==> src/rtl/irq_latch_ctrl.sv <==
//==============================================================================
// Module      : irq_latch_ctrl
// Description : Set/reset pulse sequencer for an active-low NAND SR interrupt
//               flag bank, with a registered flag shadow, fixed-priority
//               arbitration and CPU request/acknowledge handshake.
//               Optional feature macro: IRQ_HALT_WAKE_EN (adds the wake output).
// Revision    : 1.0 - initial release
//==============================================================================
`default_nettype none

module irq_latch_ctrl #(
    parameter int         N_SRC     = 5,
    parameter int         PULSE_LEN = 1,
    parameter logic [7:0] VEC_BASE  = 8'h40
) (
    input  logic             clk,
    input  logic             reset,
    input  logic [N_SRC-1:0] src_evt,
    input  logic [N_SRC-1:0] ie,
    input  logic             ime,
    input  logic             wr_en,
    input  logic [N_SRC-1:0] wr_data,
    input  logic             cpu_ack,
    output logic [N_SRC-1:0] set_n,
    output logic [N_SRC-1:0] rst_n,
    output logic [N_SRC-1:0] flags,
    output logic             irq_req,
    output logic [7:0]       irq_vec,
    output logic             busy
`ifdef IRQ_HALT_WAKE_EN
    ,
    output logic             wake
`endif
);

    localparam int         IDX_W       = (N_SRC > 1) ? $clog2(N_SRC) : 1;
    localparam logic [1:0] c_PULSE_LAST = 2'(PULSE_LEN - 1);

    typedef enum logic [1:0] {
        S_IDLE = 2'd0,
        S_ARB  = 2'd1,
        S_REQ  = 2'd2,
        S_CLR  = 2'd3
    } state_t;

    state_t             r_state;
    logic [IDX_W-1:0]   r_idx;
    logic [1:0]         r_clr_cnt;
    logic [N_SRC-1:0]   r_flags;
    logic [N_SRC-1:0]   r_set_n;
    logic [N_SRC-1:0]   r_rst_n;
    logic [1:0]         r_cnt [N_SRC];
    logic               r_req;
    logic [7:0]         r_vec;
    logic               r_busy;

    logic [N_SRC-1:0]   w_pend;
    logic [IDX_W-1:0]   w_arb_idx;
    logic [7:0]         w_vec;
    logic               w_abort;
    logic [N_SRC-1:0]   w_fsm_clr;
    logic [N_SRC-1:0]   w_set_cmd;
    logic [N_SRC-1:0]   w_clr_cmd;

    assign w_pend = r_flags & ie;

    // Descending scan so the lowest pending index is the last one written.
    always_comb begin
        w_arb_idx = '0;
        for (int i = N_SRC - 1; i >= 0; i--) begin
            if (w_pend[i]) begin
                w_arb_idx = IDX_W'(i);
            end
        end
    end

    assign w_vec   = VEC_BASE + (8'(w_arb_idx) << 3);
    assign w_abort = !ime || !r_flags[r_idx] || !ie[r_idx];

    always_comb begin
        w_fsm_clr = '0;
        if (r_state == S_REQ && cpu_ack && !w_abort) begin
            w_fsm_clr[r_idx] = 1'b1;
        end
    end

    // A set on a bit always wins over any clear source on the same bit.
    assign w_set_cmd = src_evt | ({N_SRC{wr_en}} & wr_data);
    assign w_clr_cmd = (({N_SRC{wr_en}} & ~wr_data) | w_fsm_clr) & ~w_set_cmd;

    always_ff @(posedge clk) begin
        if (reset) begin
            r_flags <= '0;
            r_set_n <= '1;
            r_rst_n <= '1;
            for (int i = 0; i < N_SRC; i++) begin
                r_cnt[i] <= '0;
            end
        end else begin
            for (int i = 0; i < N_SRC; i++) begin
                if (w_set_cmd[i]) begin
                    r_flags[i] <= 1'b1;
                    r_set_n[i] <= 1'b0;
                    r_rst_n[i] <= 1'b1;
                    r_cnt[i]   <= c_PULSE_LAST;
                end else if (w_clr_cmd[i]) begin
                    r_flags[i] <= 1'b0;
                    r_set_n[i] <= 1'b1;
                    r_rst_n[i] <= 1'b0;
                    r_cnt[i]   <= c_PULSE_LAST;
                end else if (!r_set_n[i] || !r_rst_n[i]) begin
                    if (r_cnt[i] == 2'd0) begin
                        r_set_n[i] <= 1'b1;
                        r_rst_n[i] <= 1'b1;
                    end else begin
                        r_cnt[i] <= r_cnt[i] - 2'd1;
                    end
                end
            end
        end
    end

    always_ff @(posedge clk) begin
        if (reset) begin
            r_state   <= S_IDLE;
            r_idx     <= '0;
            r_clr_cnt <= '0;
            r_req     <= 1'b0;
            r_vec     <= '0;
            r_busy    <= 1'b0;
        end else begin
            case (r_state)
                S_IDLE: begin
                    if (ime && |w_pend) begin
                        r_state <= S_ARB;
                        r_busy  <= 1'b1;
                    end
                end
                S_ARB: begin
                    if (|w_pend) begin
                        r_idx   <= w_arb_idx;
                        r_vec   <= w_vec;
                        r_req   <= 1'b1;
                        r_state <= S_REQ;
                    end else begin
                        r_state <= S_IDLE;
                        r_busy  <= 1'b0;
                    end
                end
                S_REQ: begin
                    if (w_abort) begin
                        r_req   <= 1'b0;
                        r_state <= S_IDLE;
                        r_busy  <= 1'b0;
                    end else if (cpu_ack) begin
                        r_req     <= 1'b0;
                        r_clr_cnt <= '0;
                        r_state   <= S_CLR;
                    end
                end
                S_CLR: begin
                    if (r_clr_cnt == c_PULSE_LAST) begin
                        r_state <= S_IDLE;
                        r_busy  <= 1'b0;
                    end else begin
                        r_clr_cnt <= r_clr_cnt + 2'd1;
                    end
                end
                default: begin
                    r_state <= S_IDLE;
                    r_busy  <= 1'b0;
                    r_req   <= 1'b0;
                end
            endcase
        end
    end

`ifdef IRQ_HALT_WAKE_EN
    logic r_wake;

    always_ff @(posedge clk) begin
        if (reset) begin
            r_wake <= 1'b0;
        end else begin
            r_wake <= |w_pend;
        end
    end

    assign wake = r_wake;
`endif

    assign set_n   = r_set_n;
    assign rst_n   = r_rst_n;
    assign flags   = r_flags;
    assign irq_req = r_req;
    assign irq_vec = r_vec;
    assign busy    = r_busy;

endmodule

`default_nettype wire

==> config.mk <==
export PLATFORM = sky130hd
export DESIGN_NAME = irq_latch_ctrl
export DESIGN_NICKNAME = d
export VERILOG_FILES = /design/src/rtl/irq_latch_ctrl.sv
export SDC_FILE = /design/constraint.sdc
export NUM_CORES = 1
export LEC_CHECK = 0
export BUFFER_PORTS_ARGS = -buffer_cell sky130_fd_sc_hd__buf_4
export CORE_MARGIN = 2
export CORE_UTILIZATION = 59
export CTS_CLUSTER_DIAMETER = 30
export DETAILED_ROUTE_END_ITERATION = 10
export PLACE_DENSITY = 0.85
export SYNTH_ARGS = -nofsm -noshare
export SYNTH_HDL_FRONTEND = slang
export SYNTH_SLANG_ARGS = --single-unit
==> constraint.sdc <==
create_clock -name clk -period 4.1 [get_ports clk]
set_input_delay 1.025 -clock clk [delete_from_list [all_inputs] [get_ports clk]]
set_output_delay 1.025 -clock clk [all_outputs]
set_load 0.02 [all_outputs]
==> metrics.md, run 1 <==
| Metric | Value |
|---|---|
| Outcome | finished clean |
| First drt pass iteration count | 4 |
| RSZ-0062 raised after global routing | no |
| WL final | 4810 um |
| Pwr Density | 302 nW/um^2 |
| Crit path max fanout | 13 |
| Buffers and inverters on the worst path | 0 |
| DR DRC count | 0 |
| Clock Tree Buf Depth | 2 |
| Post-route ant nets | 0 |
| Area growth syn-to-layout | 15.0% |
| CP required | 4.19 ns |
| CP top delay family | simple AND/OR/NAND/NOR gates |
| Rel. slew slack | 59.0% |
| Vias in the first global route | 1,825 |
| Nature of the critical path endpoint | flip-flop |
| Die area | 4150 sq um |
| Total gr overflow | 0 |
| Slew Viols, Final | 0 |
| Final Skew | 0.00536 ns |
| Initial DRC Count | 121 |
| CTS Root Cell | clkbuf_4 |
| H-tree Lvls | 2 |
| Pin count of the biggest net entering global routing | 23 |
| Crit path launch type | flip-flop |
| CTS tree | done |
| Initial Util | 63.1% |
| Netlist cell types | 57 |
| Row count | 21 |
| Synth cell count leaders | nor2_1 (26), dfxtp_1 (25), a21oi_1 (21), inv_1 (16) |
| Worst-Skew Late Latency | 0.34 ns |
| Post-synth EDFFs | 10 |
| Seq/Total Area, Yosys | a little under two fifths |
| Core Box Area | 3420 sq um |
| Setup Buffers After CTS | 0 |
| CP Cell Sequence | mux2i_1 -> o21ai_2 -> o221ai_4 -> nor3_2 -> or4b_1 |
| Clock transition at path regs | 0.11 ns |
| Synth warn | 0 |
| Post-cts repair resize count | 0 |
| Synth Area per Inst | approximately 9.0 sq um |
| Critical Path Max Stage Delay | 0.65 ns |
| CP Class | flip-flop to flip-flop |
| CTS buffer count | 5 |
| Via count | 1,945 |
| Antenna Cells | 0 |
| Largest area contributor in the netlist | dfxtp_1 |
| Io pins | 45 |
| Layout cells sized above 1 | 23.6% |
| Top FF cell, synth | dfxtp_1 |
| Async set or reset register ratio after synthesis | 0% |
| # hold bufs at CTS | 0 |
| P_leak | about 0.96 nW |
| Final hold violations | 0 |
| Total track usage | between 20% and 30% |
| Initial antenna violation count | 0 |
| Wire length of the first global-routing pass | 8240 um |
| Die W | 64.4 um |
| Clock sinks | 35 |
| Die height | 64.4 um |
| Setup TNS | 0 ns |
| Nets | 301 |
| Hold WC Path Type | flip-flop to flip-flop |
| Number of synthesized register bits | 35 |
| Wirelength per Cell | between 10 and 15 um |
| Final HPWL DP | ~3600 um |
| Synthesized area | about 2200 sq um |
| Peak supply drop | about 0.00018 V |
| Share of the synthesized area in the top cell type | between 20% and 30% |
| Crit path DAT | 2.58 ns |
| Fmax | 400 MHz |
| # port buffers | 40 |
| Filler instances | 283 |
| Cell area after layout | approximately 2500 sq um |
| Ranking of synthesized cells by area | dfxtp_1 (23%), edfxtp_1 (14%), a21oi_1 (4.9%) |
| Worst-margin pin slew | 0.616 ns |
| Slowest CP cell | dfxtp_1 |
| Fin crit period | 2.50 ns |
| DP Area | 2430 sq um |
| GPL Wtd Cong | 0.860 |
| Most frequent cell after synthesis | nor2_1 |
| Period utilization | 61.0% |
| Final hold slack | 0.489 ns |
| Final Util | between 70% and 80% |
| Final setup violation count | 0 |
| DR vias/cell | a little over 6 |
| Max Cap Viol | 0 |
| Post-Synthesis Cells | 240 |
flip-flops by register name, summed over array words and instances, names as in the netlist:
register	cells
busy	1
flags	5
irq_req	1
irq_vec	2
r_clr_cnt	2
r_cnt	10
r_idx	2
r_state	2
rst_n	5
set_n	5
cell type report:
class / instances / area [sq um] / share of cell area (%)
clock buffer: 5 / 37.5 / 1.51
clock inverter: 3 / 15.0 / 0.605
inverter: 18 / 67.6 / 2.72
multi-input combinational: 175 / 1200 / 48.4
sequential: 35 / 801 / 32.3
tap: 46 / 57.6 / 2.32
timing repair buffer: 40 / 300 / 12.1
kinds of logic (layout without fill, tap and decap cells):
kind of cell	Yosys count	in the layout	share of synthesized area, %
buffers and inverters	33	66	7.66
and+or+nand+nor	91	91	26.6
muxes	2	2	0.929
AOI/OAI and AO/OA	72	72	24.0
DFF	35	35	37.1
adders and majority gates	6	6	3.48
other	1	4	0.174
worst min-delay path, delay by kind of cell (launching register included):
family | cells | cell delay (ns)
and+or+nand+nor | 1 | 0.07
DFF | 1 | 0.34
AOI/OAI and AO/OA | 1 | 0.04
where the power goes:
group | switching [mW] | total (mW) | internal (mW)
clock network | 0.119 | 0.183 | 0.0638
logic | 0.101 | 0.169 | 0.0672
registers | 0.0224 | 0.397 | 0.374
total | 0.242 | 0.748 | 0.505
stage by stage:
| step | setup slack, ns | power (mW) | instances |
|---|---|---|---|
| 6_report | 1.60 | 0.748 | 322 |
| 5_1_grt | 1.45 | 0.790 | 322 |
| 4_1_cts | 1.62 | 0.753 | 322 |
| 3_5_place_dp | 1.29 | 0.571 | 314 |
| 3_3_place_gp | 1.31 | 0.569 | 314 |
| 2_1_floorplan | 1.75 | 0.516 | 243 |
worst paths after layout:
check,startpoint,cells after the start,slack [ns],endpoint
max,r_idx[1],5,1.60,r_cnt[3][1]
min,irq_vec[6],2,0.49,irq_vec[6]
max reg2reg,r_idx[1],5,1.60,r_cnt[3][1]
min reg2reg,irq_vec[6],2,0.49,irq_vec[6]
per-layer routing:
layer / up-vias / wire [um] / track usage [%]
met5: - / 0 / 0
met4: 0 / 78 / 10.9
met3: 11 / 277 / 5.21
met2: 61 / 2370 / 41.9
met1: 904 / 2080 / 32.6
li1: 969 / - / -
layout by cell type (no fill, tap or decap), types with 4 or more instances in the layout:
cell type,n
buf_4,40
nor2_1,26
dfxtp_1,25
a21oi_1,21
inv_1,16
nand2_1,11
nand3_1,11
edfxtp_1,10
a21o_1,7
nand2b_1,6
or4_1,6
ha_1,6
a31oi_1,5
clkbuf_4,5
o211ai_1,4
o21ai_0,4
o21ai_1,4
conb_1,4
(Power assumes the default switching activity.)
==> run 2: changes to the inputs <==
ABC_AREA = 1   (was unset)
CORE_UTILIZATION = 48   (was 59)
PLACE_DENSITY = 0.75   (was 0.85)
clock period = 2.15 ns   (was 4.1 ns; I/O delays follow)
==> metrics.md, run 2 <==
| Metric | Value |
|---|---|
| Total gr overflow | 0 |
| Fin crit period | approximately 1.9 ns |
| Routing usage on met3 | 5.26% |
| Total track usage | about a fifth |
| Top FF cell, synth | dfxtp_1 |
| WL final | 4180 um |
| Initial DRC Count | 64 |
| DP Area | 2330 sq um |
| # port buffers | 40 |
| Area growth syn-to-layout | 22.8% |
| Slowest CP cell | dfxtp_1 |
| Nature of the critical path endpoint | flip-flop |
| Top reg by flops | r_cnt |
| Die area | between 4000 and 5000 sq um |
| Fmax | 538 MHz |
| DR vias/cell | 4.95 |
| Nets | about 340 |
| Setup TNS | 0 ns |
| Busiest grt layer | met2 |
| Buffers and inverters on the worst path | 1 |
| Crit path max fanout | 7 |
| Setup Buffers After CTS | 0 |
| Hold Path End | busy |
| Final hold slack | 0.461 ns |
| Max Cap Viol | 0 |
| Post-Synthesis Cells | 269 |
| Worst Hold Depth | 2 |
| Core Box Area | 4000 sq um |
| Initial Util | 49.6% |
| Synth warn | 0 |
| Netlist cell types | 25 |
| H-tree Lvls | 2 |
| # hold bufs at CTS | 0 |
| RSZ-0062 raised after global routing | no |
| Final Skew | 0.00803 ns |
| Worst r2r src | irq_vec[5] |
| Initial antenna violation count | 0 |
| Largest register FFs | 10 |
| Worst hold start | busy |
| Internal | 1.32 mW |
| DR DRC count | 0 |
| Crit path DAT | 1.86 ns |
| CP top delay family | simple AND/OR/NAND/NOR gates |
| Combinational power share | between 20% and 30% |
| Outcome | finished clean |
| Hold WC Path Type | flip-flop to flip-flop |
| Flop pwr share | 41.3% |
| P_leak | 1.18 nW |
| Slew Viols, Final | 0 |
| CP startpoint | irq_vec[5] |
| Final HPWL DP | 3270 um |
| Crit path launch type | flip-flop |
| Post-route ant nets | 0 |
| Vias in the first global route | 1,665 |
| Wirelength per Cell | 11.5 um |
| CP Cell Sequence | inv_2 -> nand3_1 -> nor2_1 -> nor2_1 -> nand2_1 -> nand4_1 -> nand2_2 -> nor2_4 -> nand3_2 -> nand3_1 |
| Worst-Skew Late Latency | 0.29 ns |
| CTS buffer count | 5 |
| First drt pass iteration count | 4 |
| Switching pwr | 681 uW |
| Commonest non-fill, non-tap cell in the layout | inv_1 |
| Commonest non-fill, non-tap cells in the layout | inv_1 (46), buf_4 (41), nand2_1 (36), nor2_1 (36), nand3_1 (30) |
| Critical Path Max Stage Delay | 0.46 ns |
| Row count | 23 |
| Synthesized area | 1990 sq um |
| Clock Power Share | 29.8% |
| Worst r2r path cells | 10 |
| Met2 usage in global routing | 34.1% |
| Via count | 1,803 |
| Period utilization | between 80% and 90% |
| CP required | ~2.2 ns |
| Clock Tree Buf Depth | 2 |
| Async set or reset register ratio after synthesis | 0% |
| FF-to-FF setup slack | 0.29 ns |
| Pin count of the biggest net entering global routing | 16 |
| Final Util | 61.0% |
| Number of synthesized register bits | 35 |
| FF-to-FF End | r_cnt[0][0] |
| CTS Root Cell | clkbuf_8 |
| GPL Wtd Cong | 0.777 |
| Final hold violations | 0 |
| Seq/Total Area, Yosys | about 40% |
| GRT met1 Usage | 23.0% |
| Share of the synthesized area in the top cell type | approximately 25% |
| Most frequent cell after synthesis | inv_1 |
| Final setup violation count | 0 |
| Pwr Density | roughly 800 nW/um^2 |
| CTS tree | done |
| Clock transition at path regs | ~0.070 ns |
| Wire length of the first global-routing pass | 6820 um |
| Ranking of synthesized cells by area | dfxtp_1 (25%), edfxtp_1 (15%), inv_1 (8.7%) |
| Post-cts repair resize count | 0 |
| Die W | 68.3 um |
| Largest area contributor in the netlist | dfxtp_1 |
| Cell area after layout | approximately 2400 sq um |
| Net Sw Frac | around a third |
| Synth Area per Inst | 7.38 sq um |
| Layout cells sized above 1 | between 20% and 30% |
| CP Class | flip-flop to flip-flop |
| Peak supply drop | 0.000444 V |
| Io pins | 45 |
| Post-synth EDFFs | 10 |
| Clock sinks | 35 |
| Antenna Cells | 0 |
| Die height | between 60 and 70 um |
| Synth cell count leaders | inv_1 (46), nand2_1 (36), nor2_1 (36), nand3_1 (30), dfxtp_1 (25) |
-- run 2: cell types whose count changed after synthesis, moves of 7 or more --
cell | previous run | this run
nand3_1 | 11 | 30
inv_1 | 16 | 46
a21o_1 | 7 | 0
nand2_1 | 11 | 36
nor2_1 | 26 | 36
-- run 2: worst register-to-register path, stage by stage (launching register included) --
cell     delay (ns)
dfxtp_1        0.46
inv_2          0.10
nand3_1        0.11
nor2_1         0.05
nor2_1         0.09
nand2_1        0.16
nand4_1        0.18
nand2_2        0.09
nor2_4         0.11
nand3_2        0.09
nand3_1        0.14
-- run 2: power by group through the flow --
stage | Combinational (mW) | Sequential [mW] | Clock, mW
6_report | 0.577 | 0.824 | 0.595
5_1_grt | 0.652 | 0.837 | 0.634
4_1_cts | 0.579 | 0.825 | 0.608
3_5_place_dp | 0.577 | 0.838 | 0
3_3_place_gp | 0.573 | 0.837 | 0
2_1_floorplan | 0.348 | 0.883 | 0
-- run 2: how the worst max path moves through the flow --
stage | endpoint | cells after the start
floorplan | r_cnt[1][0] | 10
global route | r_cnt[0][0] | 10
CTS | r_cnt[0][0] | 10
detailed placement | r_cnt[1][0] | 10
finish | r_cnt[0][0] | 10
global placement | r_cnt[3][0] | 10
-- run 2: cells by family (layout without fill, tap and decap cells) --
logic type | Yosys count | count (layout) | synth area share, %
fa+ha+maj | 6 | 6 | 3.78
compound gates | 40 | 40 | 11.6
simple gates | 132 | 132 | 33.0
flops | 35 | 35 | 40.3
other cells | 1 | 4 | 0.189
buf+inv | 55 | 97 | 11.2
-- run 2: area by class of cell --
| cell class | count | area [sq um] |
|---|---|---|
| clock buffer | 5 | 68.8 |
| clock inverter | 3 | 43.8 |
| fill | 395 | 1560 |
| inverter | 48 | 180 |
| multi-input combinational | 182 | 975 |
| sequential | 35 | 801 |
| tap | 50 | 62.6 |
| timing repair buffer | 41 | 308 |
-- run 2: stage by stage --
step / power, mW / worst slack [ns] / cells
2_1_floorplan: 1.23 / 0.400 / 272
3_3_place_gp: 1.41 / 0.313 / 356
3_5_place_dp: 1.41 / 0.288 / 356
4_1_cts: 2.01 / 0.301 / 364
5_1_grt: 2.12 / 0.0721 / 364
6_report: 2.00 / 0.292 / 364
-- run 2: per-layer routing --
layer | up-vias | wire length (um)
met5 | - | 0
met3 | 7 | 188
met2 | 34 | 2020
met1 | 801 | 1920
li1 | 961 | -
met4 | 0 | 51
==> run 3: changes to the inputs <==
==> constraint.sdc (replaced) <==
create_clock -name clk -period 2.15 [get_ports clk]
set_input_delay 0.645 -clock clk [delete_from_list [all_inputs] [get_ports clk]]
set_output_delay 0.645 -clock clk [all_outputs]
set_load 0.02 [all_outputs]
==> metrics.md, run 3 (synthesis results as in run 2) <==
| Metric | Value |
|---|---|
| DR DRC count | 0 |
| Crit path DAT | 1.94 ns |
| Fin cells | 364 |
| Final hold slack | 0.462 ns |
| Flop pwr share | 43.7% |
| Peak supply drop | 0.000435 V |
| Post-route ant nets | 0 |
| Setup TNS | 0 ns |
| Commonest non-fill, non-tap cell in the layout | inv_1 |
| Wire length of the first global-routing pass | about 7000 um |
| H-tree Lvls | 2 |
| Vias in the first global route | 1,709 |
| Final hold violations | 0 |
| Crit path launch type | flip-flop |
| CTS tree | done |
| # port buffers | 40 |
| Nature of the critical path endpoint | flip-flop |
| Clock transition at path regs | about 0.060 ns |
| Crit path max fanout | 7 |
| Core Box Area | 4000 sq um |
| CP required | 2.15 ns |
| Initial antenna violation count | 0 |
| Net Sw Frac | 35.0% |
| Max Cap Viol | 0 |
| # hold bufs at CTS | 0 |
| Switching pwr | 662 uW |
| Hold WC Path Type | flip-flop to flip-flop |
| Total power | 1.89 mW |
| Initial Util | 49.6% |
| Total track usage | 20.0% |
| First drt pass iteration count | 4 |
| Nets | roughly 340 |
| Initial DRC Count | 55 |
| Post-Place Setup Slack | 0.193 ns |
| DR vias/cell | roughly 5 |
| GPL Wtd Cong | 0.786 |
| Via count | 1,796 |
| Row count | 23 |
| CTS buffer count | 5 |
| WL final | 4140 um |
| Fmax | 516 MHz |
| Antenna Cells | 0 |
| Top reg by flops | r_cnt |
| Setup Buffers After CTS | 0 |
| Period utilization | 90.2% |
| Clock sinks | 35 |
| Largest register FFs | 10 |
| Die height | 68.3 um |
| P_leak | 1.17 nW |
| Pin count of the biggest net entering global routing | 16 |
| Final setup violation count | 0 |
| Fin crit period | approximately 1.9 ns |
| Final Util | between 60 and 70% |
| Combinational power share | 30.3% |
| Die area | 4670 sq um |
| DP Area | 2330 sq um |
| RSZ-0062 raised after global routing | no |
| Final HPWL DP | approximately 3200 um |
| Wirelength per Cell | 11.4 um |
| Io pins | 45 |
| CTS Root Cell | clkbuf_8 |
| Clock Tree Buf Depth | 2 |
| Outcome | finished clean |
| Post-cts repair resize count | 0 |
| Die W | 68.3 um |
| Clock Power Share | approximately a quarter |
| Total gr overflow | 0 |
| Layout cells sized above 1 | 23.6% |
| Area growth syn-to-layout | 21.7% |
| Internal | 1.23 mW |
| Final Skew | 0.0103 ns |
| Pwr Density | between 700 and 800 nW/um^2 |
| Slew Viols, Final | 0 |
| Cell area after layout | 2420 sq um |
| Commonest non-fill, non-tap cells in the layout | inv_1 (46), buf_4 (41), nand2_1 (36), nor2_1 (36), nand3_1 (30) |
| Worst-Skew Late Latency | 0.29 ns |
| CP Class | flip-flop to flip-flop |
| Cells after DPL | 356 |
| PnR worst setup slack | 0.210 ns |
run 3: cell types whose count changed in the layout (fill, tap and decap cells not counted):
| cell | previous run | this run |
|---|---|---|
| clkbuf_1 | 0 | 1 |
| bufinv_16 | 1 | 0 |
| clkbuf_8 | 5 | 6 |
| clkinv_4 | 1 | 0 |
run 3: worst max-delay path, cell delays in order, from the launching register on:
cell	delay, ns
dfxtp_1	0.49
inv_2	0.12
nor3_1	0.25
nand2_1	0.10
nand2_2	0.09
nor2_4	0.06
nand4_1	0.11
nand2_2	0.09
nor2_4	0.11
nand3_2	0.09
nand3_1	0.12
run 3: power groups by stage:
stage,combinational [mW],clock [mW],sequential [mW]
after global routing,0.648,0.535,0.837
after detailed placement,0.575,0,0.840
final,0.573,0.491,0.826
after CTS,0.578,0.511,0.826
after floorplan,0.348,0,0.883
after global placement,0.570,0,0.839
run 3: path summary, 6_finish.rpt:
check / endpoint / from / cells past startpoint / slack [ns]
worst min-delay path: busy / busy / 2 / 0.46
worst max-delay path: r_cnt[1][0] / r_idx[0] / 10 / 0.21
worst min register to register: busy / busy / 2 / 0.46
worst max register to register: r_cnt[1][0] / r_idx[0] / 10 / 0.21
run 3: area by class of cell:
| cell class | count | area, sq um |
|---|---|---|
| timing repair buffer | 41 | 308 |
| inverter | 48 | 180 |
| fill | 395 | 1580 |
| sequential | 35 | 801 |
| multi-input combinational | 182 | 975 |
| clock inverter | 1 | 5.00 |
| tap | 50 | 62.6 |
| clock buffer | 7 | 86.3 |
run 3: metal layers:
metal | vias to the layer above | track usage, % | wire, um
li1 | 959 | - | -
met1 | 801 | 23.2 | 1850
met2 | 33 | 35.9 | 2060
met3 | 3 | 5.26 | 189
met4 | 0 | 6.25 | 37
met5 | - | 0 | 0
